File: src/rtl/data_memory_arbiter_pkg.sv
// Shared types and default widths for the data memory arbiter.
// The port ids are the values carried by last_grant and the latched owner of a transaction.
package data_memory_arbiter_pkg;

  localparam int DEF_ADDR_W = 6;
  localparam int DEF_DATA_W = 64;

  typedef enum logic [1:0] {
    IDLE   = 2'd0,
    ACCESS = 2'd1,
    RESP   = 2'd2
  } state_e;

  typedef enum logic {
    PORT_A = 1'b0,
    PORT_B = 1'b1
  } port_e;

endpackage

File: src/rtl/data_memory_arbiter_rr_arbiter_2.sv
// Two-way combinational arbiter with a one-hot grant (bit 0 = port A, bit 1 = port B).
// On a tie, fixed priority favours A; otherwise the port that did not win last time is granted.
module rr_arbiter_2
  import data_memory_arbiter_pkg::*;
(
  input  logic [1:0] req,
  input  port_e      last_grant,
  input  logic       fixed_priority,
  output logic [1:0] grant
);

  always_comb begin
    grant = 2'b00;
    case (req)
      2'b01: grant = 2'b01;
      2'b10: grant = 2'b10;
      2'b11: begin
        if (fixed_priority || (last_grant == PORT_B)) begin
          grant = 2'b01;
        end else begin
          grant = 2'b10;
        end
      end
      default: grant = 2'b00;
    endcase
  end

endmodule

File: src/rtl/data_memory_arbiter.sv
// Shares a single-port data memory with registered read data between two requesters.
// Each transaction is grant -> one ACCESS cycle -> one RESP cycle carrying the done pulse.
module data_memory_arbiter
  import data_memory_arbiter_pkg::*;
#(
  parameter int ADDR_W         = DEF_ADDR_W,
  parameter int DATA_W         = DEF_DATA_W,
  parameter int FIXED_PRIORITY = 0
) (
  input  logic              clk,
  input  logic              rst,
  input  logic              a_req,
  input  logic              a_we,
  input  logic [ADDR_W-1:0] a_addr,
  input  logic [DATA_W-1:0] a_wdata,
  output logic              a_gnt,
  output logic              a_done,
  output logic [DATA_W-1:0] a_rdata,
  input  logic              b_req,
  input  logic              b_we,
  input  logic [ADDR_W-1:0] b_addr,
  input  logic [DATA_W-1:0] b_wdata,
  output logic              b_gnt,
  output logic              b_done,
  output logic [DATA_W-1:0] b_rdata,
  output logic              mem_write,
  output logic              mem_read,
  output logic [ADDR_W-1:0] mem_address,
  output logic [DATA_W-1:0] mem_write_data,
  input  logic [DATA_W-1:0] mem_read_data
);

  state_e              state_q, state_d;
  port_e               last_q, last_d;
  port_e               port_q, port_d;
  logic                we_q, we_d;
  logic [ADDR_W-1:0]   addr_q, addr_d;
  logic [DATA_W-1:0]   wdata_q, wdata_d;
  logic [1:0]          grant_s;
  logic                arb_en_s;
  logic                resp_s;

  rr_arbiter_2 u_arb (
    .req            ({b_req, a_req}),
    .last_grant     (last_q),
    .fixed_priority (FIXED_PRIORITY != 0),
    .grant          (grant_s)
  );

  // Grants are withheld during reset so a gnt never reports a latch that reset discards.
  assign arb_en_s = !rst && ((state_q == IDLE) || (state_q == RESP));
  assign resp_s   = !rst && (state_q == RESP);

  always_comb begin
    state_d = state_q;
    last_d  = last_q;
    port_d  = port_q;
    we_d    = we_q;
    addr_d  = addr_q;
    wdata_d = wdata_q;
    if (arb_en_s && (grant_s != 2'b00)) begin
      state_d = ACCESS;
      if (grant_s[1]) begin
        port_d  = PORT_B;
        we_d    = b_we;
        addr_d  = b_addr;
        wdata_d = b_wdata;
      end else begin
        port_d  = PORT_A;
        we_d    = a_we;
        addr_d  = a_addr;
        wdata_d = a_wdata;
      end
      last_d = port_d;
    end else begin
      case (state_q)
        IDLE:    state_d = IDLE;
        ACCESS:  state_d = RESP;
        RESP:    state_d = IDLE;
        default: state_d = IDLE;
      endcase
    end
  end

  always_ff @(posedge clk) begin
    if (rst) begin
      state_q <= IDLE;
      last_q  <= PORT_B;
      port_q  <= PORT_A;
      we_q    <= 1'b0;
      addr_q  <= {ADDR_W{1'b0}};
      wdata_q <= {DATA_W{1'b0}};
    end else begin
      state_q <= state_d;
      last_q  <= last_d;
      port_q  <= port_d;
      we_q    <= we_d;
      addr_q  <= addr_d;
      wdata_q <= wdata_d;
    end
  end

  // Memory address/data follow the latch, so they hold their last value outside ACCESS.
  always_comb begin
    a_gnt          = arb_en_s && grant_s[0];
    b_gnt          = arb_en_s && grant_s[1];
    mem_write      = (state_q == ACCESS) && we_q;
    mem_read       = (state_q == ACCESS) && !we_q;
    mem_address    = addr_q;
    mem_write_data = wdata_q;
    a_done         = resp_s && (port_q == PORT_A);
    b_done         = resp_s && (port_q == PORT_B);
    a_rdata        = {DATA_W{1'b0}};
    b_rdata        = {DATA_W{1'b0}};
    if (a_done && !we_q) begin
      a_rdata = mem_read_data;
    end else if (b_done && !we_q) begin
      b_rdata = mem_read_data;
    end else begin
      a_rdata = {DATA_W{1'b0}};
      b_rdata = {DATA_W{1'b0}};
    end
  end

endmodule

File: config.mk
export PLATFORM = sky130hd
export DESIGN_NAME = data_memory_arbiter
export DESIGN_NICKNAME = d
export VERILOG_FILES = /design/src/rtl/data_memory_arbiter_pkg.sv /design/src/rtl/data_memory_arbiter_rr_arbiter_2.sv /design/src/rtl/data_memory_arbiter.sv
export SDC_FILE = /design/constraint.sdc
export NUM_CORES = 1
export LEC_CHECK = 0
export ABC_CLOCK_PERIOD_IN_PS = 3900
export BUFFER_PORTS_ARGS = -buffer_cell sky130_fd_sc_hd__buf_2
export CORE_AREA = 4 4 158 160
export CTS_BUF_LIST = sky130_fd_sc_hd__clkbuf_16
export DETAILED_ROUTE_END_ITERATION = 10
export DIE_AREA = 0 0 162 164
export RECOVER_POWER = 100
export SLEW_MARGIN = 20
export SYNTH_ARGS = -nofsm -noshare
export SYNTH_HDL_FRONTEND = slang
export SYNTH_SLANG_ARGS = --single-unit
File: constraint.sdc
create_clock -name clk -period 3.9 [get_ports clk]
set_input_delay 0.975 -clock clk [delete_from_list [all_inputs] [get_ports clk]]
set_output_delay 0.975 -clock clk [all_outputs]
set_load 0.005 [all_outputs]
* Yosys cells after proc, flatten, opt, wreduce, memory -nomap -nowiden
Index checks and enable logic that the tools add are counted.
** Word-level totals
- Word-level logic and storage cells :: 41
- Register bits after elaboration :: 75
- Output and inout bits :: 204
- Bits of input ports :: 210
** Cells by class
- Eq/ne operators :: 5
- Reduce and logical (&&, ||, !) cells :: 17
- Muxes and demuxes :: 11
- Bitwise logic cells :: 1
** Operators by type and width (count)
- $mux 64 :: 4
- $logic_and 1x1->1 :: 11
- $eq 2x2->1 const B :: 3
- $mux 6 :: 1
- $pmux 2 s3 :: 1
- $eq 2x1->1 const B :: 2
- $mux 2 :: 2
- $mux 1 :: 3
- $logic_not 1->1 :: 2
- $logic_not 2->1 :: 1
- $reduce_bool 2->1 :: 1
- $reduce_or 2->1 :: 1
- $logic_or 1x1->1 :: 1
- $not 1->1 :: 1

* Depth between registers and ports, before layout
Gate-level depths: netlist (run 1).
- Word-level depth :: 6
- Mapped depth :: 5
- Gate-level depth less buffers :: 3

* By module
A second synthesis (run 1) with hierarchy kept.
** Unflattened totals
- Cell total of the unflattened synthesis :: 553
- Area, all modules :: 4252.8 sq um
** By module, submodules not included
- data_memory_arbiter :: cells each 549, area each 4230.3 sq um, instances 1, sequential area each 1501.4 sq um
- rr_arbiter_2 :: cells each 4, area each 22.5 sq um, instances 1, sequential area each 0.0 sq um

* Worst setup path after synthesis (run 1)
OpenSTA, ideal clock, no wires.
- Path type :: input port to output port
- From :: in rst
- To :: out b_rdata[10]
- Data required time :: 2925 ps
- Buffers on the path :: 1
- Stages on the path :: 4
- Path slack :: 894 ps
- Arrival time :: 2031 ps
- Cells stage by stage :: or3b_4 -> nor3b_4 -> clkbuf_2 -> and2_1
** Between the ends
- Word-level cells in the longest chain between the ends :: 6
- Elaborated cells between the ends (all ways) :: 8
- Those cells by class :: mux: 2; reduce/logical: 6
** RTL lines
- from (decl) :: line data_memory_arbiter.sv:11 : input logic rst,
- $logic_not 1->1 * :: line data_memory_arbiter.sv:52 : assign resp_s = !rst && (state_q == RESP);
- $logic_and 1x1->1 * :: line data_memory_arbiter.sv:52
- $logic_and 1x1->1 :: line data_memory_arbiter.sv:112 : b_done = resp_s && (port_q == PORT_B);
- $logic_and 1x1->1 :: line data_memory_arbiter.sv:117 : end else if (b_done && !we_q) begin
- $mux 64 :: line data_memory_arbiter.sv:117
- $mux 64 * :: line data_memory_arbiter.sv:115 : if (a_done && !we_q) begin
- to (decl) :: line data_memory_arbiter.sv:25 : output logic [DATA_W-1:0] b_rdata,
Mark *: on every way between the ends. The rest lies on a longest branch, timed or not.

* Worst setup path in the final report (run 1)
- From :: in rst
- To :: out b_rdata[61]
The elaborated chain is that of the path after synthesis.

==> results.py, run 1 <==
metrics = {
    "clock_network": {
        "htree_levels": 3,
        "clk_latency_ns": 0.33,
        "cts_buffer_depth": 2,
        "hold_buffers": 0,
        "post-cts-setup-buffer-count": 0,
        "clkSinkCount": 75,
        "tritoncts": "yes",
        "root_buffer": "clkbuf_16",
        "cts_buffers": 9,
        "post_cts_resize_count": 0,
        "clk_pin_slew_ns": 0.05,
    },
    "floorplanning": {
        "rows": 56,
        "io_pins": 414,
        "die_w_um": 162,
        "die-area_um2": 26600,
        "start_util_pct": 17.9,
        "core_um2": 23400,
        "fp.dieH_um": 164,
    },
    "placement": {
        "pre_cts_slack_ns": 0.574,
        "dp_hpwl_mm": 17.4,
        "dp_cells": 1251,
        "place_congestion": 0.823,
        "io_buffers": 413,
    },
    "logic_synthesis": {
        "syn_area_um2": 4180,
        "synth_cell_type_count": 23,
        "syn-num-nets": 772,
        "seq_area_frac_synth_pct": 35.9,
        "yosys.area.top_type_share_pct": 35.9,
        "avgSynthCellArea_um2": 7.44,
        "synth-seq-cells": 75,
        "synthCells": 562,
        "yosys.area.top_type": "dfxtp_1",
        "synth_area_leaders": "dfxtp_1 (36%), and2_1 (19%), o32ai_1 (15%)",
        "yosysWarningCount": 0,
    },
    "timing": {
        "fin_crit_ns": 3.44,
        "rsz0062_at_grt": "no",
        "relSlewSlack_pct": -10.5,
        "fmaxAchievable_mhz": 290,
        "drv_slew": 74,
        "skew_ns": 0.00583,
        "worst_slew_pin_slew_ns": 1.66,
        "tns_ns": 0,
        "finalHoldViolCount": 0,
        "setup_violations": 0,
        "setup_slack_ns": 0.458,
        "post-route-period-util_pct": 88.3,
    },
    "status": {
        "outcome": "finished, violations left",
        "violations": "max-capacitance violations, max-slew violations",
    },
    "setup_path": {
        "worstPathMaxFanout": 64,
        "critPathSlowestCell": "or3b_1",
        "r2r_slack_ns": 1.32,
        "critPathMaxStageDelay_ns": 0.49,
        "crit_required_ns": 2.92,
        "worst-path-buf-inv": 3,
        "worstSetupPathType": "in2out",
        "worstPathArrival_ns": 2.47,
        "path_delay_family": "simple AND/OR/NAND/NOR gates",
        "crit_chain": "clkbuf_1 > or3b_1 > nor3b_4 > buf_12 > and2_0 > buf_2",
        "critPathLaunchType": "input port",
        "cp-end-kind": "output pin",
    },
    "grt": {
        "grt_max_degree": 74,
        "grt_pass1_wl_mm": 30.6,
        "grtUsageTotal_pct": 15.1,
        "grt_pass1_vias": 5162,
        "overflow": 0,
        "antenna_found_initial": 12,
    },
    "route": {
        "drtIter0Drc": 167,
        "drc": 0,
        "firstDrtPassIters": 4,
        "drt-wirelength-per-cell_um": 17.4,
        "wl_mm": 22.1,
        "antenna_left": 0,
        "vias_per_cell": 4.28,
        "num_vias": 5422,
    },
    "finish": {
        "areaGrowthSynthToFinish_pct": 60.2,
        "drive_above_1_share_pct": 35.4,
        "final_net_count": 1153,
        "fin_cells": 1267,
        "fillers": 2714,
    },
    "min_path": {
        "hold_path.class": "reg2reg",
    },
    "power_and_ir_drop": {
        "power_density_nw_per_um2": 310,
        "ir_drop_mv": 0.182,
        "leakagePower_nw": 3.18,
    },
    "flow_run": {
        "maxCapViolCount": 1,
    },
}
## state kept, by name, summed over array words and instances (netlist names)
| signal | count |
|---|---|
| mem_address | 6 |
| mem_write_data | 64 |
| we_q | 1 |
| port_q | 1 |
| last_q | 1 |
| state_q | 2 |
## power breakdown
group / leakage, nW / switching (W) / internal (W)
Combinational: 2.43 / 0.000252 / 0.000209
Clock: 0.132 / 0.000323 / 0.000417
Sequential: 0.620 / 0.0000392 / 0.000837
Total: 3.18 / 0.000614 / 0.00146
## Yosys cell counts
| cell type | number |
|---|---|
| a21oi_1 | 72 |
| nor3_1 | 1 |
| o21bai_1 | 1 |
| o21ai_0 | 1 |
| mux2_2 | 1 |
| o32ai_1 | 71 |
| buf_2 | 1 |
| a21boi_2 | 1 |
| or3b_4 | 1 |
| a221o_1 | 1 |
| clkbuf_1 | 38 |
| nor3_4 | 1 |
| nand2b_1 | 3 |
| nor3b_4 | 1 |
| nand2_1 | 1 |
| nor2_1 | 78 |
| nor2b_1 | 1 |
| buf_1 | 6 |
| clkbuf_2 | 6 |
| and2_1 | 128 |
| and3_1 | 1 |
| dfxtp_1 | 75 |
| inv_1 | 72 |
## worst reg2reg max path: stages, from the launching register on
cell	delay, ns
dfxtp_1	0.50
nor2_1	0.13
o21ai_0	0.12
clkbuf_2	1.25
mux2_2	0.45
## worst paths after layout
path | start | to | cells past startpoint
worst max-delay path | rst | b_rdata[61] | 6
worst min-delay path | mem_write_data[36] | mem_write_data[36] | 2
worst max register to register | state_q[0] | port_q | 4
worst min register to register | mem_write_data[36] | mem_write_data[36] | 2
## cells in the final DEF, fill, tap and decap left out, drive strengths merged
cell type	Yosys	routed
clkbuf	44	115
diode	0	2
nor2	78	78
a21oi	72	72
buf	7	315
dfxtp	75	75
o21ai	1	1
or3b	1	1
o21bai	1	1
nor2b	1	1
and2	128	128
nor3	2	2
o32ai	71	71
and3	1	1
clkinv	0	4
inv	72	73
nand2	1	1
mux2	1	1
nand2b	3	3
nor3b	1	1
a221o	1	1
a21boi	1	1
## through the flow
| stage | total power [W] | utilization, % | hold WS [ns] | instance area (µm²) |
|---|---|---|---|---|
| global placement | 0.00137 | 28.1 | 0.437 | 6590 |
| finish | 0.00208 | 28.6 | 0.454 | 6690 |
| detailed placement | 0.00137 | 28.1 | 0.443 | 6590 |
| floorplan | 0.00110 | - | 0.449 | 4180 |
| global route | 0.00220 | 28.6 | 0.467 | 6690 |
| CTS | 0.00213 | 29.2 | 0.454 | 6840 |
## final cells by class
| class | instances | area (µm²) | share of cell area [%] |
|---|---|---|---|
| multi-input combinational | 364 | 2230 | 33.3 |
| clock buffer | 9 | 225 | 3.36 |
| timing repair buffer | 421 | 2040 | 30.5 |
| tap | 319 | 399 | 5.96 |
| antenna | 2 | 5.00 | 0.0748 |
| clock inverter | 5 | 23.8 | 0.355 |
| sequential | 75 | 1500 | 22.4 |
| inverter | 72 | 270 | 4.04 |
## metal layers
metal	wire, µm	GRT usage (%)
met4	408	4.19
met2	10800	26.7
met5	69	0
met3	2040	4.67
met1	8700	17.6
## logic make-up (layout without fill, tap and decap cells)
kind of cell | after synthesis | in the layout | synth area share [%]
other cells | 0 | 2 | 0
simple gates | 216 | 216 | 28.2
flops | 75 | 75 | 35.9
compound gates | 147 | 147 | 24.3
mux | 1 | 1 | 0.269
buf+inv | 123 | 507 | 11.3
Note: power is estimated with default switching activity, not from simulation.
==> inputs of run 2 (changes only) <==
--- a/config.mk
+++ b/config.mk
@@ -11,6 +11,7 @@
 export CTS_BUF_LIST = sky130_fd_sc_hd__clkbuf_16
 export DETAILED_ROUTE_END_ITERATION = 10
 export DIE_AREA = 0 0 162 164
+export GPL_TIMING_DRIVEN = 0
 export RECOVER_POWER = 100
 export SLEW_MARGIN = 20
 export SYNTH_ARGS = -nofsm -noshare
==> run 2 against run 1 <==
Against the previous run: the run now ends clean; core utilization rose by 0.65 points; clock skew fell by 0.0015 ns; die area did not move; sequential cell count did not move; register-to-register slack improved by 0.49 ns; via count rose by 3.7%; setup slack got worse by 0.33 ns; first-iteration DRC count rose by 29%; largest cell class unchanged; cell area rose by 2.3%; global-route usage rose by 1.3 points; critical endpoint is now b_rdata[45].
==> results.py, run 2 (synthesis gave the netlist of run 1 again) <==
metrics = {
    "status": {
        "outcome": "finished clean",
    },
    "route": {
        "firstDrtPassIters": 5,
        "drt-wirelength-per-cell_um": 17.9,
        "wl_mm": 23.5,
        "num_vias": 5620,
        "drc": 0,
        "vias_per_cell": 4.27,
        "antenna_left": 0,
        "drtIter0Drc": 216,
    },
    "timing": {
        "post-route-period-util_pct": 96.8,
        "worst_slew_pin_slew_ns": 0.755,
        "relSlewSlack_pct": 49.7,
        "skew_ns": 0.00433,
        "drv_slew": 0,
        "rsz0062_at_grt": "no",
        "finalHoldViolCount": 0,
        "fin_crit_ns": 3.78,
        "fmaxAchievable_mhz": 265,
        "tns_ns": 0,
        "setup_violations": 0,
    },
    "placement": {
        "dp_hpwl_mm": 20.0,
        "io_buffers": 413,
        "dp_cells": 1294,
        "place_congestion": 0.893,
    },
    "setup_path": {
        "worstSetupPathType": "in2out",
        "worstRegToRegCells": 5,
        "crit_chain": "buf_2 > or3b_4 > nor3b_4 > clkbuf_2 > and2_1 > buf_2",
        "worstPathMaxFanout": 10,
        "crit_required_ns": 2.92,
        "critPathSlowestCell": "nor3b_4",
        "cp-end-kind": "output pin",
        "worst_r2r_endpoint": "mem_write_data[50]",
        "r2r_slack_ns": 1.81,
        "critPathLaunchType": "input port",
        "critPathMaxStageDelay_ns": 0.52,
        "rr_startpoint": "state_q[0]",
        "crit_top_cell": "buf_2",
        "worstPathArrival_ns": 2.80,
    },
    "finish": {
        "largest_reg_flops": 64,
        "fin_util_pct": 29.3,
        "areaGrowthSynthToFinish_pct": 63.8,
        "final_cell_mix": "buf_2 (333), clkbuf_1 (127), and2_0 (79), nor2_1 (78), dfxtp_1 (75)",
        "fin_cells": 1316,
        "final_net_count": 1196,
        "final_common_cell": "buf_2",
        "fillers": 2704,
        "drive_above_1_share_pct": 35.7,
    },
    "power_and_ir_drop": {
        "ir_drop_mv": 0.200,
        "switching_power_w": 0.000643,
        "sw_frac_of_total_pct": 29.5,
        "power_density_nw_per_um2": 319,
        "combPwrFrac_pct": 21.6,
        "p_total_w": 0.00218,
        "seqPwrFrac_pct": 40.3,
        "leakagePower_nw": 3.25,
        "clockPowerShare_pct": 38.1,
        "p_int_w": 0.00154,
    },
    "clock_network": {
        "hold_buffers": 0,
        "clk_latency_ns": 0.33,
        "post_cts_resize_count": 0,
        "cts_buffers": 9,
        "root_buffer": "clkbuf_16",
        "htree_levels": 3,
        "clkSinkCount": 75,
        "tritoncts": "yes",
        "post-cts-setup-buffer-count": 0,
        "cts_buffer_depth": 2,
        "clk_pin_slew_ns": 0.06,
    },
    "floorplanning": {
        "die-area_um2": 26600,
        "io_pins": 414,
        "rows": 56,
        "die_w_um": 162,
        "core_um2": 23400,
        "fp.dieH_um": 164,
        "start_util_pct": 17.9,
    },
    "grt": {
        "grt_max_degree": 14,
        "overflow": 0,
        "grtUsageTotal_pct": 16.4,
        "antenna_found_initial": 14,
        "grt_pass1_wl_mm": 32.8,
        "grt_pass1_vias": 5572,
    },
    "flow_run": {
        "maxCapViolCount": 0,
    },
    "min_path": {
        "whs_path_depth": 2,
        "hold_path.class": "reg2reg",
        "holdCritStartpoint": "mem_write_data[57]",
        "min_to": "mem_write_data[57]",
    },
}
run 2: power by group through the flow:
stage	registers, W	logic [W]	clock network, W
floorplan	0.000895	0.000203	0
global route	0.000887	0.000521	0.000890
detailed placement	0.000893	0.000492	0
CTS	0.000878	0.000493	0.000859
finish	0.000879	0.000471	0.000832
global placement	0.000893	0.000488	0
run 2: metal layers:
layer / part of all wire (%) / GRT usage [%] / vias to the layer above / routed length, µm
met1: 38 / 17.8 / 2563 / 8880
met4: 1.8 / 4.65 / 10 / 421
li1: - / - / 2733 / -
met3: 9.6 / 5.97 / 33 / 2260
met5: 0.25 / 0 / - / 58
met2: 51 / 30.1 / 281 / 11900
run 2: stage by stage:
stage	area [µm²]	worst slack, ns	hold WS [ns]
detailed placement	6650	0.0679	0.445
finish	6850	0.123	0.456
global placement	6650	0.0000344	0.439
CTS	6940	0.0679	0.456
global route	6840	0.00590	0.468
floorplan	4180	0.894	0.449
run 2: final cells by class:
type / count / area (µm²) / share of cell area (%)
Antenna cell: 6 / 15.0 / 0.219
Sequential cell: 75 / 1500 / 21.9
Clock buffer: 9 / 225 / 3.29
Buffer: 51 / 194 / 2.83
Clock inverter: 7 / 68.8 / 1.01
Timing Repair Buffer: 413 / 1970 / 28.7
Multi-Input combinational cell: 364 / 2210 / 32.2
Inverter: 72 / 270 / 3.95
Tap cell: 319 / 399 / 5.83
run 2: worst max-delay path, delay by kind of cell:
| family | cells | cell delay (ns) |
|---|---|---|
| buffers and inverters | 3 | 0.67 |
| AND/OR/NAND/NOR | 3 | 1.14 |
run 2: worst max-delay path by stage:
| stage | startpoint | end | slack, ns |
|---|---|---|---|
| floorplan | rst | b_rdata[10] | 0.89 |
| global placement | rst | b_rdata[45] | 0.00003 |
| detailed placement | rst | b_rdata[45] | 0.07 |
| CTS | rst | b_rdata[45] | 0.07 |
| global route | rst | b_rdata[49] | 0.006 |
| finish | rst | b_rdata[45] | 0.12 |
==> inputs of run 3 (changes only) <==
--- a/config.mk
+++ b/config.mk
@@ -7,11 +7,15 @@
 export LEC_CHECK = 0
 export ABC_CLOCK_PERIOD_IN_PS = 3900
 export BUFFER_PORTS_ARGS = -buffer_cell sky130_fd_sc_hd__buf_2
-export CORE_AREA = 4 4 158 160
+export CELL_PAD_IN_SITES_DETAIL_PLACEMENT = 1
+export CELL_PAD_IN_SITES_GLOBAL_PLACEMENT = 2
+export CORE_ASPECT_RATIO = 0.5
+export CORE_MARGIN = 4
+export CORE_UTILIZATION = 18
 export CTS_BUF_LIST = sky130_fd_sc_hd__clkbuf_16
 export DETAILED_ROUTE_END_ITERATION = 10
-export DIE_AREA = 0 0 162 164
 export GPL_TIMING_DRIVEN = 0
+export PLACE_DENSITY_LB_ADDON = 0.1
 export RECOVER_POWER = 100
 export SLEW_MARGIN = 20
 export SYNTH_ARGS = -nofsm -noshare
==> run 3 against run 2 <==
Against the previous run: non-clock buffer count stayed put; first-iteration DRC count is 3.2% higher; largest cell class unchanged; via count hardly changed; sequential cell count stayed put; worst hold slack worse by 0.0021 ns.
==> results.py, run 3 (synthesis gave the netlist of run 1 again) <==
metrics = {
    "timing": {
        "tns_ns": 0,
        "fmaxAchievable_mhz": 275,
        "setup_violations": 0,
        "post-route-period-util_pct": 93.4,
        "fin_hold_ws_ns": 0.453,
        "worst_slew_pin_slew_ns": 0.716,
        "rsz0062_at_grt": "no",
        "finalHoldViolCount": 0,
        "relSlewSlack_pct": 52.3,
        "skew_ns": 0.00732,
        "fin_crit_ns": 3.64,
        "drv_slew": 0,
    },
    "clock_network": {
        "clk_pin_slew_ns": 0.07,
        "hold_buffers": 0,
        "post_cts_resize_count": 0,
        "root_buffer": "clkbuf_16",
        "cts_buffers": 9,
        "clk_latency_ns": 0.34,
        "htree_levels": 3,
        "tritoncts": "yes",
        "post-cts-setup-buffer-count": 0,
        "clkSinkCount": 75,
        "cts_buffer_depth": 2,
    },
    "route": {
        "num_vias": 5619,
        "antenna_left": 0,
        "route.met3.wl_mm": 1.50,
        "drc": 0,
        "drt-met1-wl_mm": 9.79,
        "drtIter0Drc": 223,
        "vias_per_cell": 4.33,
        "wl_met2_mm": 13.3,
        "wl_mm": 24.9,
        "firstDrtPassIters": 4,
        "drt-wirelength-per-cell_um": 19.1,
        "top_layer_used": "met5",
    },
    "grt": {
        "grt_pass1_vias": 5828,
        "grt_pass1_wl_mm": 35.5,
        "overflow": 0,
        "antenna_found_initial": 4,
        "grtUsageTotal_pct": 17.8,
        "grt_max_degree": 13,
    },
    "floorplanning": {
        "fp.dieH_um": 116,
        "rows": 39,
        "io_pins": 414,
        "start_util_pct": 18.3,
        "die-area_um2": 25900,
        "core_um2": 22800,
        "die_w_um": 223,
    },
    "flow_run": {
        "maxCapViolCount": 0,
    },
    "finish": {
        "largest_reg_flops": 64,
        "areaGrowthSynthToFinish_pct": 62.1,
        "final_common_cell": "buf_2",
        "final_net_count": 1196,
        "final_cell_mix": "buf_2 (305), clkbuf_1 (148), nor2_1 (78), inv_1 (75), dfxtp_1 (75)",
        "fillers": 2975,
        "regArea_um2": 1500,
        "multi_input_area_um2": 2190,
        "drive_above_1_share_pct": 33.4,
    },
    "setup_path": {
        "crit_required_ns": 2.92,
        "r2r_slack_ns": 1.82,
        "critPathSlowestCell": "nor3_2",
        "worstPathMaxFanout": 10,
        "worstSetupStartpoint": "rst",
        "cp-end-kind": "output pin",
        "worstRegToRegCells": 5,
        "crit_chain": "buf_2 > or3b_4 > nor3_2 > clkbuf_1 > and2_1 > clkbuf_1",
        "crit_top_cell": "clkbuf_1",
        "critPathLaunchType": "input port",
        "worst_r2r_endpoint": "mem_write_data[58]",
        "critPathMaxStageDelay_ns": 0.45,
        "cp-endpoint": "a_rdata[49]",
        "worstPathArrival_ns": 2.67,
        "worstSetupPathType": "in2out",
        "rr_startpoint": "state_q[0]",
    },
    "power_and_ir_drop": {
        "power_density_nw_per_um2": 321,
        "leakagePower_nw": 3.18,
        "ir_drop_mv": 0.176,
    },
    "placement": {
        "io_buffers": 413,
        "dp_hpwl_mm": 20.5,
        "place_congestion": 0.873,
    },
    "min_path": {
        "hold_path.class": "reg2reg",
    },
    "status": {
        "outcome": "finished clean",
    },
}
-- run 3: area by class of cell --
class                   instances  share of cell area [%]
well taps                     307                    5.67
clock inverters                 7                   0.924
repair buffers                413                    28.5
clock buffers                   9                    3.32
diodes                          1                  0.0369
plain buffers                  51                    2.96
multi-input cells             364                    32.4
flip-flops and latches         75                    22.2
inverters                      72                    3.99
-- run 3: power breakdown --
| part | internal [W] | switching (W) | total (W) |
|---|---|---|---|
| clock | 0.000489 | 0.000344 | 0.000833 |
| sequential | 0.000836 | 0.0000383 | 0.000874 |
| combinational | 0.000208 | 0.000257 | 0.000466 |
| total | 0.00153 | 0.000640 | 0.00217 |
-- run 3: how the worst min path moves through the flow --
stage / from / cells after the start / endpoint / slack [ns]
after floorplan: mem_address[5] / 2 / mem_address[5] / 0.45
after global placement: mem_write_data[5] / 2 / mem_write_data[5] / 0.44
after detailed placement: mem_write_data[8] / 2 / mem_write_data[8] / 0.45
after CTS: mem_write_data[8] / 2 / mem_write_data[8] / 0.46
after global routing: mem_write_data[30] / 2 / mem_write_data[30] / 0.48
final: mem_write_data[8] / 2 / mem_write_data[8] / 0.45
-- run 3: worst max-delay path, delay by kind of cell --
kind | cells | cell delay [ns]
buffers and inverters | 3 | 0.65
AND/OR/NAND/NOR | 3 | 1.03
-- run 3: metrics by stage --
| step | instance area (µm²) | utilization (%) | power (W) | cells | setup slack (ns) |
|---|---|---|---|---|---|
| 3_3_place_gp | 6630 | 29.0 | 0.00137 | 1282 | 0.315 |
| 6_report | 6770 | 29.7 | 0.00217 | 1299 | 0.259 |
| 5_1_grt | 6770 | 29.7 | 0.00232 | 1299 | 0.0533 |
| 3_5_place_dp | 6630 | 29.0 | 0.00138 | 1282 | 0.266 |
| 4_1_cts | 6920 | 30.3 | 0.00224 | 1298 | 0.266 |
| 2_1_floorplan | 4180 | - | 0.00110 | 562 | 0.894 |
-- run 3: per-layer routing --
| layer | vias to the layer above | GRT usage, % |
|---|---|---|
| li1 | 2735 | - |
| met1 | 2705 | 20.2 |
| met2 | 149 | 33.9 |
| met3 | 24 | 5.24 |
| met4 | 6 | 3.28 |
| met5 | - | 0 |
